File: src/rtl/dma_pkg.sv
// rtl/dma_pkg.sv - shared FSM states, register indices and CTRL/STATUS bit positions for dma_controller
package dma_pkg;

  typedef enum logic [2:0] {
    S_IDLE = 3'd0,
    S_REQ  = 3'd1,
    S_RD0  = 3'd2,
    S_RD1  = 3'd3,
    S_WR0  = 3'd4,
    S_WR1  = 3'd5
  } state_t;

  localparam logic [2:0] REG_SRC_LO = 3'd0;
  localparam logic [2:0] REG_SRC_HI = 3'd1;
  localparam logic [2:0] REG_DST_LO = 3'd2;
  localparam logic [2:0] REG_DST_HI = 3'd3;
  localparam logic [2:0] REG_LEN_LO = 3'd4;
  localparam logic [2:0] REG_LEN_HI = 3'd5;
  localparam logic [2:0] REG_CTRL   = 3'd6;
  localparam logic [2:0] REG_STATUS = 3'd7;

  localparam int CTRL_START     = 0;
  localparam int CTRL_IRQ_EN    = 1;
  localparam int CTRL_SRC_FIXED = 2;
  localparam int CTRL_DST_FIXED = 3;
  localparam int CTRL_ABORT     = 4;

  localparam int ST_BUSY    = 0;
  localparam int ST_DONE    = 1;
  localparam int ST_ABORTED = 2;

endpackage

File: src/rtl/dma_controller.sv
// rtl/dma_controller.sv - single-channel memory-to-memory DMA engine with CPU register slave and bus master
import dma_pkg::*;

module dma_controller (
  input  logic        clk,
  input  logic        rst,
  input  logic        cs,
  input  logic        rw,
  input  logic [2:0]  addr,
  input  logic [7:0]  data_in,
  output logic [7:0]  data_out,
  output logic        bus_req,
  input  logic        bus_gnt,
  output logic        dma_active,
  output logic [15:0] dma_addr,
  output logic        dma_rwb,
  output logic [7:0]  dma_data_out,
  input  logic [7:0]  dma_data_in,
  output logic        irq
);

  state_t      state, state_nxt;
  logic [15:0] src, dst, len;
  logic [7:0]  hold;
  logic        irq_en, src_fixed, dst_fixed, done, aborted, abort_pend;
  logic        set_done, set_aborted, clear_flags;

  logic        wr, busy, ctrl_wr, stat_wr, start_req, abort_req, last_xfer;
  logic [15:0] len_dec;

  assign wr        = cs & ~rw;
  assign busy      = (state != S_IDLE);
  assign ctrl_wr   = wr && (addr == REG_CTRL);
  assign stat_wr   = wr && (addr == REG_STATUS);
  assign start_req = ctrl_wr && data_in[CTRL_START] && !busy;
  // An abort written this cycle counts at once, so REQ can bail out without an extra cycle
  assign abort_req = busy && (abort_pend || (ctrl_wr && data_in[CTRL_ABORT]));
  assign last_xfer = (state == S_WR1) && bus_gnt;
  assign len_dec   = len - 16'd1;
  assign irq       = irq_en & (done | aborted);

  // Next-state selection and bus master outputs
  always_comb begin
    state_nxt    = state;
    set_done     = 1'b0;
    set_aborted  = 1'b0;
    clear_flags  = 1'b0;
    bus_req      = busy;
    dma_active   = 1'b0;
    dma_rwb      = 1'b1;
    dma_addr     = 16'h0000;
    dma_data_out = 8'h00;
    case (state)
      S_IDLE: begin
        if (start_req) begin
          if (len == 16'd0) begin
            set_done = 1'b1;
          end else begin
            state_nxt   = S_REQ;
            clear_flags = 1'b1;
          end
        end
      end
      S_REQ: begin
        if (abort_req) begin
          state_nxt   = S_IDLE;
          set_aborted = 1'b1;
        end else if (bus_gnt) begin
          state_nxt = S_RD0;
        end
      end
      S_RD0: if (bus_gnt) state_nxt = S_RD1;
      S_RD1: if (bus_gnt) state_nxt = S_WR0;
      S_WR0: if (bus_gnt) state_nxt = S_WR1;
      S_WR1: begin
        if (bus_gnt) begin
          if (abort_req) begin
            state_nxt   = S_IDLE;
            set_aborted = 1'b1;
          end else if (len_dec == 16'd0) begin
            state_nxt = S_IDLE;
            set_done  = 1'b1;
          end else begin
            state_nxt = S_RD0;
          end
        end
      end
      default: state_nxt = S_IDLE;
    endcase
    // Master outputs are only live while the bus is actually ours
    if (bus_gnt && (state == S_RD0 || state == S_RD1)) begin
      dma_active = 1'b1;
      dma_addr   = src;
    end else if (bus_gnt && (state == S_WR0 || state == S_WR1)) begin
      dma_active   = 1'b1;
      dma_rwb      = 1'b0;
      dma_addr     = dst;
      dma_data_out = hold;
    end
  end

  // State, register file, counters and holding register
  always_ff @(posedge clk) begin
    if (rst) begin
      state      <= S_IDLE;
      src        <= 16'h0000;
      dst        <= 16'h0000;
      len        <= 16'h0000;
      hold       <= 8'h00;
      irq_en     <= 1'b0;
      src_fixed  <= 1'b0;
      dst_fixed  <= 1'b0;
      done       <= 1'b0;
      aborted    <= 1'b0;
      abort_pend <= 1'b0;
    end else begin
      state <= state_nxt;
      if (wr && !busy) begin
        case (addr)
          REG_SRC_LO: src[7:0]  <= data_in;
          REG_SRC_HI: src[15:8] <= data_in;
          REG_DST_LO: dst[7:0]  <= data_in;
          REG_DST_HI: dst[15:8] <= data_in;
          REG_LEN_LO: len[7:0]  <= data_in;
          REG_LEN_HI: len[15:8] <= data_in;
          default: ;
        endcase
      end
      if (ctrl_wr && !busy) begin
        irq_en    <= data_in[CTRL_IRQ_EN];
        src_fixed <= data_in[CTRL_SRC_FIXED];
        dst_fixed <= data_in[CTRL_DST_FIXED];
      end
      if (state_nxt == S_IDLE) abort_pend <= 1'b0;
      else if (busy && ctrl_wr && data_in[CTRL_ABORT]) abort_pend <= 1'b1;
      if (state == S_RD1 && bus_gnt) hold <= dma_data_in;
      if (last_xfer) begin
        len <= len_dec;
        if (!src_fixed) src <= src + 16'd1;
        if (!dst_fixed) dst <= dst + 16'd1;
      end
      // Later assignments win: a STATUS clear beats a same-cycle set
      if (set_done) done <= 1'b1;
      if (clear_flags || set_aborted) done <= 1'b0;
      if (stat_wr && data_in[ST_DONE]) done <= 1'b0;
      if (set_aborted) aborted <= 1'b1;
      if (clear_flags) aborted <= 1'b0;
      if (stat_wr && data_in[ST_ABORTED]) aborted <= 1'b0;
    end
  end

  // Register read mux; counters are always visible live
  always_comb begin
    data_out = 8'h00;
    case (addr)
      REG_SRC_LO: data_out = src[7:0];
      REG_SRC_HI: data_out = src[15:8];
      REG_DST_LO: data_out = dst[7:0];
      REG_DST_HI: data_out = dst[15:8];
      REG_LEN_LO: data_out = len[7:0];
      REG_LEN_HI: data_out = len[15:8];
      REG_CTRL:   data_out = {4'b0000, dst_fixed, src_fixed, irq_en, 1'b0};
      REG_STATUS: data_out = {5'b00000, aborted, done, busy};
      default:    data_out = 8'h00;
    endcase
  end

endmodule

File: config.mk
export PLATFORM = sky130hd
export DESIGN_NAME = dma_controller
export DESIGN_NICKNAME = d
export VERILOG_FILES = /design/src/rtl/dma_pkg.sv /design/src/rtl/dma_controller.sv
export SDC_FILE = /design/constraint.sdc
export NUM_CORES = 1
export LEC_CHECK = 0
export CAP_MARGIN = 25
export CORE_AREA = 5 5 96 98
export DETAILED_ROUTE_END_ITERATION = 6
export DIE_AREA = 0 0 101 103
export PLACE_DENSITY = 0.87
export SYNTH_ARGS = -nofsm -noshare
export SYNTH_HDL_FRONTEND = slang
export SYNTH_SLANG_ARGS = --single-unit
export TNS_END_PERCENT = 30
File: constraint.sdc
create_clock -name clk -period 2.26 [get_ports clk]
set_input_delay 0.452 -clock clk [delete_from_list [all_inputs] [get_ports clk]]
set_output_delay 0.452 -clock clk [all_outputs]
set_load 0.02 [all_outputs]
### Yosys cells after proc, flatten, opt, wreduce, memory -nomap -nowiden

Cells that the tools add are included.

* divide/modulo/power cells: 0
* $mul: 0
* equality and inequality tests: 12
* order comparisons: 0
* add/sub/neg operators: 3
* shift-type cells: 0
* bitwise gates (word level): 4
* muxes and demuxes: 46
* reductions and logical operators: 35

Operator list (count)
* $mux 16: 10
* $mux 8: 8
* $pmux 8 s8: 1
* $add 16x1->16 const B: 2
* $logic_not 16->1: 2
* $mux 3: 8
* $eq 3x3->1 const B: 6
* $pmux 3 s6: 1
* $logic_and 1x1->1: 16
* $sub 16x1->16 const B: 1
* $mux 1: 14
* $eq 3x2->1 const B: 4
* $logic_not 3->1: 3
* $eq 3x1->1 const B: 2
* $reduce_bool 2->1: 3
* $reduce_or 3->1: 2
* $logic_or 1x1->1: 4
* $mux 2: 2
* $pmux 1 s2: 2
* $reduce_and 2->1: 2
* $reduce_bool 3->1: 1
* $and 1x1->1: 2
* $reduce_or 2->1: 1
* $logic_not 1->1: 1
* 2 further kinds: 2

* RAM bits: 0
* latch bits: 0
* memories kept: 0
* input port bits: 24
* flip-flop bits (word level): 65
* memory bits (read-only): 0

### Depth between registers and ports, before layout

Gate-level depths: netlist (run 1).

* word-level depth: 11
* mapped depth: 8

### Worst setup path after synthesis (run 1)

No wires, ideal clock.

* path type: input-to-output
* start point: input addr[1]
* end point: output data_out[0]
* stages: 5
* path slack: -0.032 ns
* arrival time: 1.840 ns
* buffers on the path: 3
* data required time: 1.808 ns
* cell sequence: clkbuf_1 > buf_1 > buf_1 > o211ai_1 > a2bb2oi_1

* word-level cells in the longest chain between the ends: 2

Ends and longest elaborated chain
* start: declaration: RTL line dma_controller.sv:9 `input logic [2:0] addr,`
* $eq 3x3->1, or another cell as far along: RTL line dma_controller.sv:155 `case (addr)`
* $pmux 8 s8 (*): RTL line dma_controller.sv:155
* end: declaration: RTL line dma_controller.sv:11 `output logic [7:0] data_out,`

Mark *: on every way between the ends. The rest lies on a longest branch, timed or not.

### Final worst setup path (run 1)

* start point: input addr[1]
* end point: output data_out[1]

The elaborated chain is that of the path after synthesis.

==> results of run 1 <==
-- registers in the layout, indices dropped and copies added, names as in the netlist, 3 cells and up --
name / count
dst: 16
len: 16
src: 16
hold: 8
state: 3
-- cell usage after synthesis, drive strengths merged, types with 15 or more instances --
cell type | count | area (um^2)
buf | 21 | 114
nand3 | 24 | 120
o21ai | 36 | 180
mux2i | 15 | 150
a21oi | 41 | 209
nand2 | 62 | 235
nor2 | 83 | 314
and3 | 20 | 126
nor3 | 25 | 156
dfxtp | 65 | 1300
clkbuf | 21 | 78.8
a22o | 16 | 140
-- metal layers --
layer	up-vias	track usage, %	share of wire [%]
met5	-	0	0
met4	0	14.6	4.2
met3	69	7.85	13
met2	393	53.4	44
met1	2623	48.1	39
li1	2524	-	-
-- kinds of logic after synthesis --
group | after synthesis
AO/OA/AOI/OAI | 168
XOR/XNOR | 6
adder cells (fa/ha/maj) | 4
buffers and inverters | 53
flip-flops | 65
multiplexers | 18
AND/OR/NAND/NOR | 279
-- worst max-delay path, stage by stage --
cell           delay, ns
dlygate4sd2_1       0.30
buf_12              0.17
a21oi_1             0.16
a21oi_1             0.07
o22a_1              0.20
nor2_2              0.14
a2bb2oi_2           0.18
buf_6               0.14
-- repair_timing --
item | in CTS | in global routing
endpoints found under the setup margin | 39 | 28
gates cloned | 1 | 0
resized for setup | 79 | 29
pin swaps | 0 | 7
setup buffers | 0 | 0
-- layout make-up --
type | instances | area (um^2) | share of cell area, %
well taps | 108 | 135 | 2.20
clock buffers | 10 | 138 | 2.24
clock inverters | 5 | 32.5 | 0.530
flip-flops and latches | 65 | 1300 | 21.2
inverters | 11 | 43.8 | 0.713
repair buffers | 183 | 1520 | 24.8
diodes | 1 | 2.50 | 0.0408
multi-input cells | 475 | 2960 | 48.3
-- report_power, final --
part / switching [W] / internal [W]
Sequential: 0.0000202 / 0.00116
Combinational: 0.000218 / 0.000186
Clock: 0.000476 / 0.000417
-- metrics by stage --
| step | std cells | setup TNS, ns | hold slack (ns) | area, um^2 |
|---|---|---|---|---|
| 6_report | 858 | 0 | 0.452 | 6140 |
| 5_1_grt | 858 | -0.0517 | 0.477 | 6140 |
| 4_1_cts | 857 | 0 | 0.455 | 6080 |
| 3_5_place_dp | 841 | -24.20 | 0.444 | 5930 |
| 3_3_place_gp | 841 | -21.11 | 0.440 | 5930 |
| 2_1_floorplan | 593 | -0.00919 | 0.432 | 4440 |
-- worst paths after layout --
kind                                      startpoint  depth (start not counted)                    to  slack, ns
worst min-delay path            hold[5]$_SDFFE_PP0P_                          2  hold[5]$_SDFFE_PP0P_       0.45
worst min register to register  hold[5]$_SDFFE_PP0P_                          2  hold[5]$_SDFFE_PP0P_       0.45
worst max register to register   len[0]$_SDFFE_PP0P_                         10   state[1]$_SDFF_PP0_       0.08
worst max-delay path                         addr[1]                          8           data_out[1]      0.009
==> flow_summary.ini, run 1 <==
[run_status]
status = completed

[synthesis]
synthFlopType = dfxtp_1
synth-seq-cells = 65
synthSimpleGateAreaFrac_pct = 32.4
synthMuxAreaShare_pct = 4.66
synth_edf_count = 0
synthCells = 593
synthAdderAreaFrac_pct = 1.13
syn_nets = 621
synth_top_family_by_area = simple AND/OR/NAND/NOR gates
synth-compound-area-share_pct = 25.9
async_flop_share_pct = 0
syn_area_per_cell_um2 = 7.48
synth_xor_area_share_pct = 1.19
syn_area_um2 = 4430
yosysWarnings = 0
synth.distinct_cells = 69
yosysSeqAreaShare_pct = 29.3

[cells_and_area]
layout_common_cells = 119 x buf_4, 80 x nor2_1, 65 x dfxtp_1, 61 x nand2_1, 40 x a21oi_1
layout-drive-gt1-share_pct = 25.5
finish.utilization_pct = 73.2
area_growth_pct = 38.4
final_common_cell = buf_4
nFillCells = 678
nets = 773

[sta]
worst_pin_slew_ns = 0.738
setup_violations = 0
slew_headroom_pct = 50.8
fin_skew_ns = 0.0133
finalWorstSetupSlack_ns = 0.00892
min_period_ns = 2.25
final_max_slew_viol_count = 0
finalCritPeriodShare_pct = 99.6
finalHoldViolCount = 0
rsz0062_at_grt = true
clock.fmax_ghz = 0.444

[grt]
overflow = 0
grt_pass1_vias = 5126
gr-usage-all-layers_pct = 35.1
grt_first_pass_wirelength_um = 28100
grt_max_degree = 39
antenna_found_initial = 1

[clock_network]
clkTransAtPathRegs_ns = 0.07
cts_buffers = 9
cts_hold_buf = 0
clockRootBuffer = clkbuf_8
cts_num_sinks = 65
clockBufferDepth = 2
cts_tree = done
htree_levels = 3
clock_latency_ns = 0.36

[power]
total_power_w = 0.00248
power.density_nw_per_um2 = 403
p_leak_nw = 2.60
ir_drop_uv = 289

[die]
fp.dieW_um = 101
fp.dieH_um = 103
num_io_pins = 60
start_util_pct = 52.9
rows = 34
dieArea_um2 = 10400
core_um2 = 8380

[worst_hold_path]
hp-class = flop to flop

[worst_setup_path]
critPathKind = input pin to output pin
crit_required_ns = 1.81
cp.arrival_ns = 1.80
cp-start-kind = input pin
setup.worst_path.end_class = output pin
critPathMaxFanout = 11

[placed_design]
place_congestion = 1.03
dp_hpwl_um = 13600
portBuffers = 59
pre_cts_ws_ns = -0.760

[detailed_routing]
antenna_left = 0
drt-pass1-iter-count = 5
wl_um = 18300
viasPerCell = 6.54
drt_iter0_drc = 695
routedWlPerCell_um = 21.3
drcViolationCount = 0
vias = 5609

[run]
maxCapViolCount = 0
(Power assumes the default switching activity.)
==> run 2: changes to the inputs <==
--- a/config.mk
+++ b/config.mk
@@ -9,6 +9,7 @@
 export CORE_AREA = 5 5 96 98
 export DETAILED_ROUTE_END_ITERATION = 6
 export DIE_AREA = 0 0 101 103
+export MAX_ROUTING_LAYER = met4
 export PLACE_DENSITY = 0.87
 export SYNTH_ARGS = -nofsm -noshare
 export SYNTH_HDL_FRONTEND = slang
==> run 2 against run 1 <==
The flow now finishes with violations (negative setup slack); worst setup slack lost 0.076 ns; final cell count grew 0.12%; clock skew shrank 0.0058 ns; cell area grew 0.79%; sequential power is essentially flat; largest cell class unchanged.
==> flow_summary.ini, run 2 (synthesis results as in run 1) <==
[run_status]
status = complete, but fails checks
violations = negative setup slack

[clock_network]
clockBufferDepth = 2
clkTransAtPathRegs_ns = 0.07
htree_levels = 3
cts_tree = done
clock_latency_ns = 0.35
clockRootBuffer = clkbuf_8
cts_num_sinks = 65
cts_buffers = 9

[detailed_routing]
vias = 5620
wl_um = 18400
drcViolationCount = 0
drt_iter0_drc = 565
antenna_left = 0
routedWlPerCell_um = 21.4
drt-pass1-iter-count = 6
viasPerCell = 6.54

[worst_setup_path]
crit_required_ns = 1.81
setup.worst_path.end_class = output pin
critPathMaxFanout = 7
cp-start-kind = input pin
cp.arrival_ns = 1.88
critPathKind = input pin to output pin

[grt]
grt.busiest_layer = met2
use_met3_pct = 7.04
grt_max_degree = 42
grt_pass1_vias = 5185
grt_use_met1_pct = 46.4
overflow = 0
antenna_found_initial = 0
grt_first_pass_wirelength_um = 27700
met2_usage_pct = 54.7
gr-usage-all-layers_pct = 35.7

[die]
num_io_pins = 60
start_util_pct = 52.9
fp.dieH_um = 103
rows = 34
dieArea_um2 = 10400
core_um2 = 8380
fp.dieW_um = 101

[sta]
rsz0062_at_grt = true
whs_ns = 0.457
final_max_slew_viol_count = 0
finalWorstSetupSlack_ns = -0.0675
slew_headroom_pct = 46.9
setup_tns_ns = -0.0675
fin_skew_ns = 0.00753
finalHoldViolCount = 0
min_period_ns = 2.33
setup_violations = 1
finalCritPeriodShare_pct = 103
worst_pin_slew_ns = 0.796
clock.fmax_ghz = 0.430

[cells_and_area]
design_area_um2 = 6190
final_common_cell = buf_4
finish.utilization_pct = 73.8
fin_cells = 859
nFillCells = 669
layout-drive-gt1-share_pct = 25.7
area_growth_pct = 39.5
nets = 774
n_antenna_cell = 0
reg.largest.list = dst x16, len x16, src x16
layout_common_cells = 121 x buf_4, 82 x nor2_1, 65 x dfxtp_1, 61 x nand2_1, 38 x a21oi_1

[placed_design]
dp_hpwl_um = 13400
place_congestion = 1.09
dp.cells = 837
portBuffers = 59
placed_area_um2 = 5900

[worst_hold_path]
hp-class = flop to flop

[power]
power.density_nw_per_um2 = 422
ir_drop_uv = 331
p_leak_nw = 2.63

[run]
maxCapViolCount = 0
## run 2: layout make-up
| type | count | area (um^2) | area share (%) |
|---|---|---|---|
| Multi-Input combinational cell | 475 | 2970 | 48.1 |
| Timing Repair Buffer | 184 | 1540 | 24.8 |
| Sequential cell | 65 | 1300 | 21.0 |
| Clock buffer | 11 | 141 | 2.29 |
| Tap cell | 108 | 135 | 2.18 |
| Clock inverter | 5 | 55.1 | 0.890 |
| Inverter | 11 | 43.8 | 0.708 |
## run 2: stage by stage
stage	setup WS [ns]	total power, W
3_3_place_gp	-0.710	0.00157
6_report	-0.0675	0.00261
3_5_place_dp	-0.738	0.00157
2_1_floorplan	-0.00919	0.00137
5_1_grt	-0.0638	0.00269
4_1_cts	0.0195	0.00258
## run 2: worst max-delay path, cell delays in order
cell	delay (ns)
clkdlybuf4s15_2	0.22
bufbuf_16	0.28
nand2b_1	0.20
o22a_1	0.25
nor2_1	0.14
a2bb2oi_2	0.17
buf_4	0.16
## run 2: worst paths after layout
kind	startpoint	depth (start not counted)	to	slack, ns
setup / recovery	addr[1]	7	data_out[1]	-0.07
hold / removal	hold[6]$_SDFFE_PP0P_	2	hold[6]$_SDFFE_PP0P_	0.46
hold reg to reg	hold[6]$_SDFFE_PP0P_	2	hold[6]$_SDFFE_PP0P_	0.46
setup reg to reg	state[2]$_SDFF_PP0_	9	len[4]$_SDFFE_PP0P_	0.11
## run 2: what timing repair did
item | in CTS | in global routing
endpoints found under the setup margin | 40 | 14
pin swaps | 7 | 3
gates resized for setup | 85 | 15
cloned | 1 | 1
setup buffers | 3 | 1
hold buffers | 0 | 0
## run 2: per-layer routing
metal	part of all wire (%)	wire, um
met1	39	7170
met2	44	8100
met3	12	2230
met4	4.7	870
met5	0	0
## run 2: power by group
| group | internal (W) | switching, W |
|---|---|---|
| Sequential | 0.00116 | 0.0000215 |
| Combinational | 0.000188 | 0.000218 |
| Clock | 0.000536 | 0.000487 |
| Total | 0.00188 | 0.000726 |
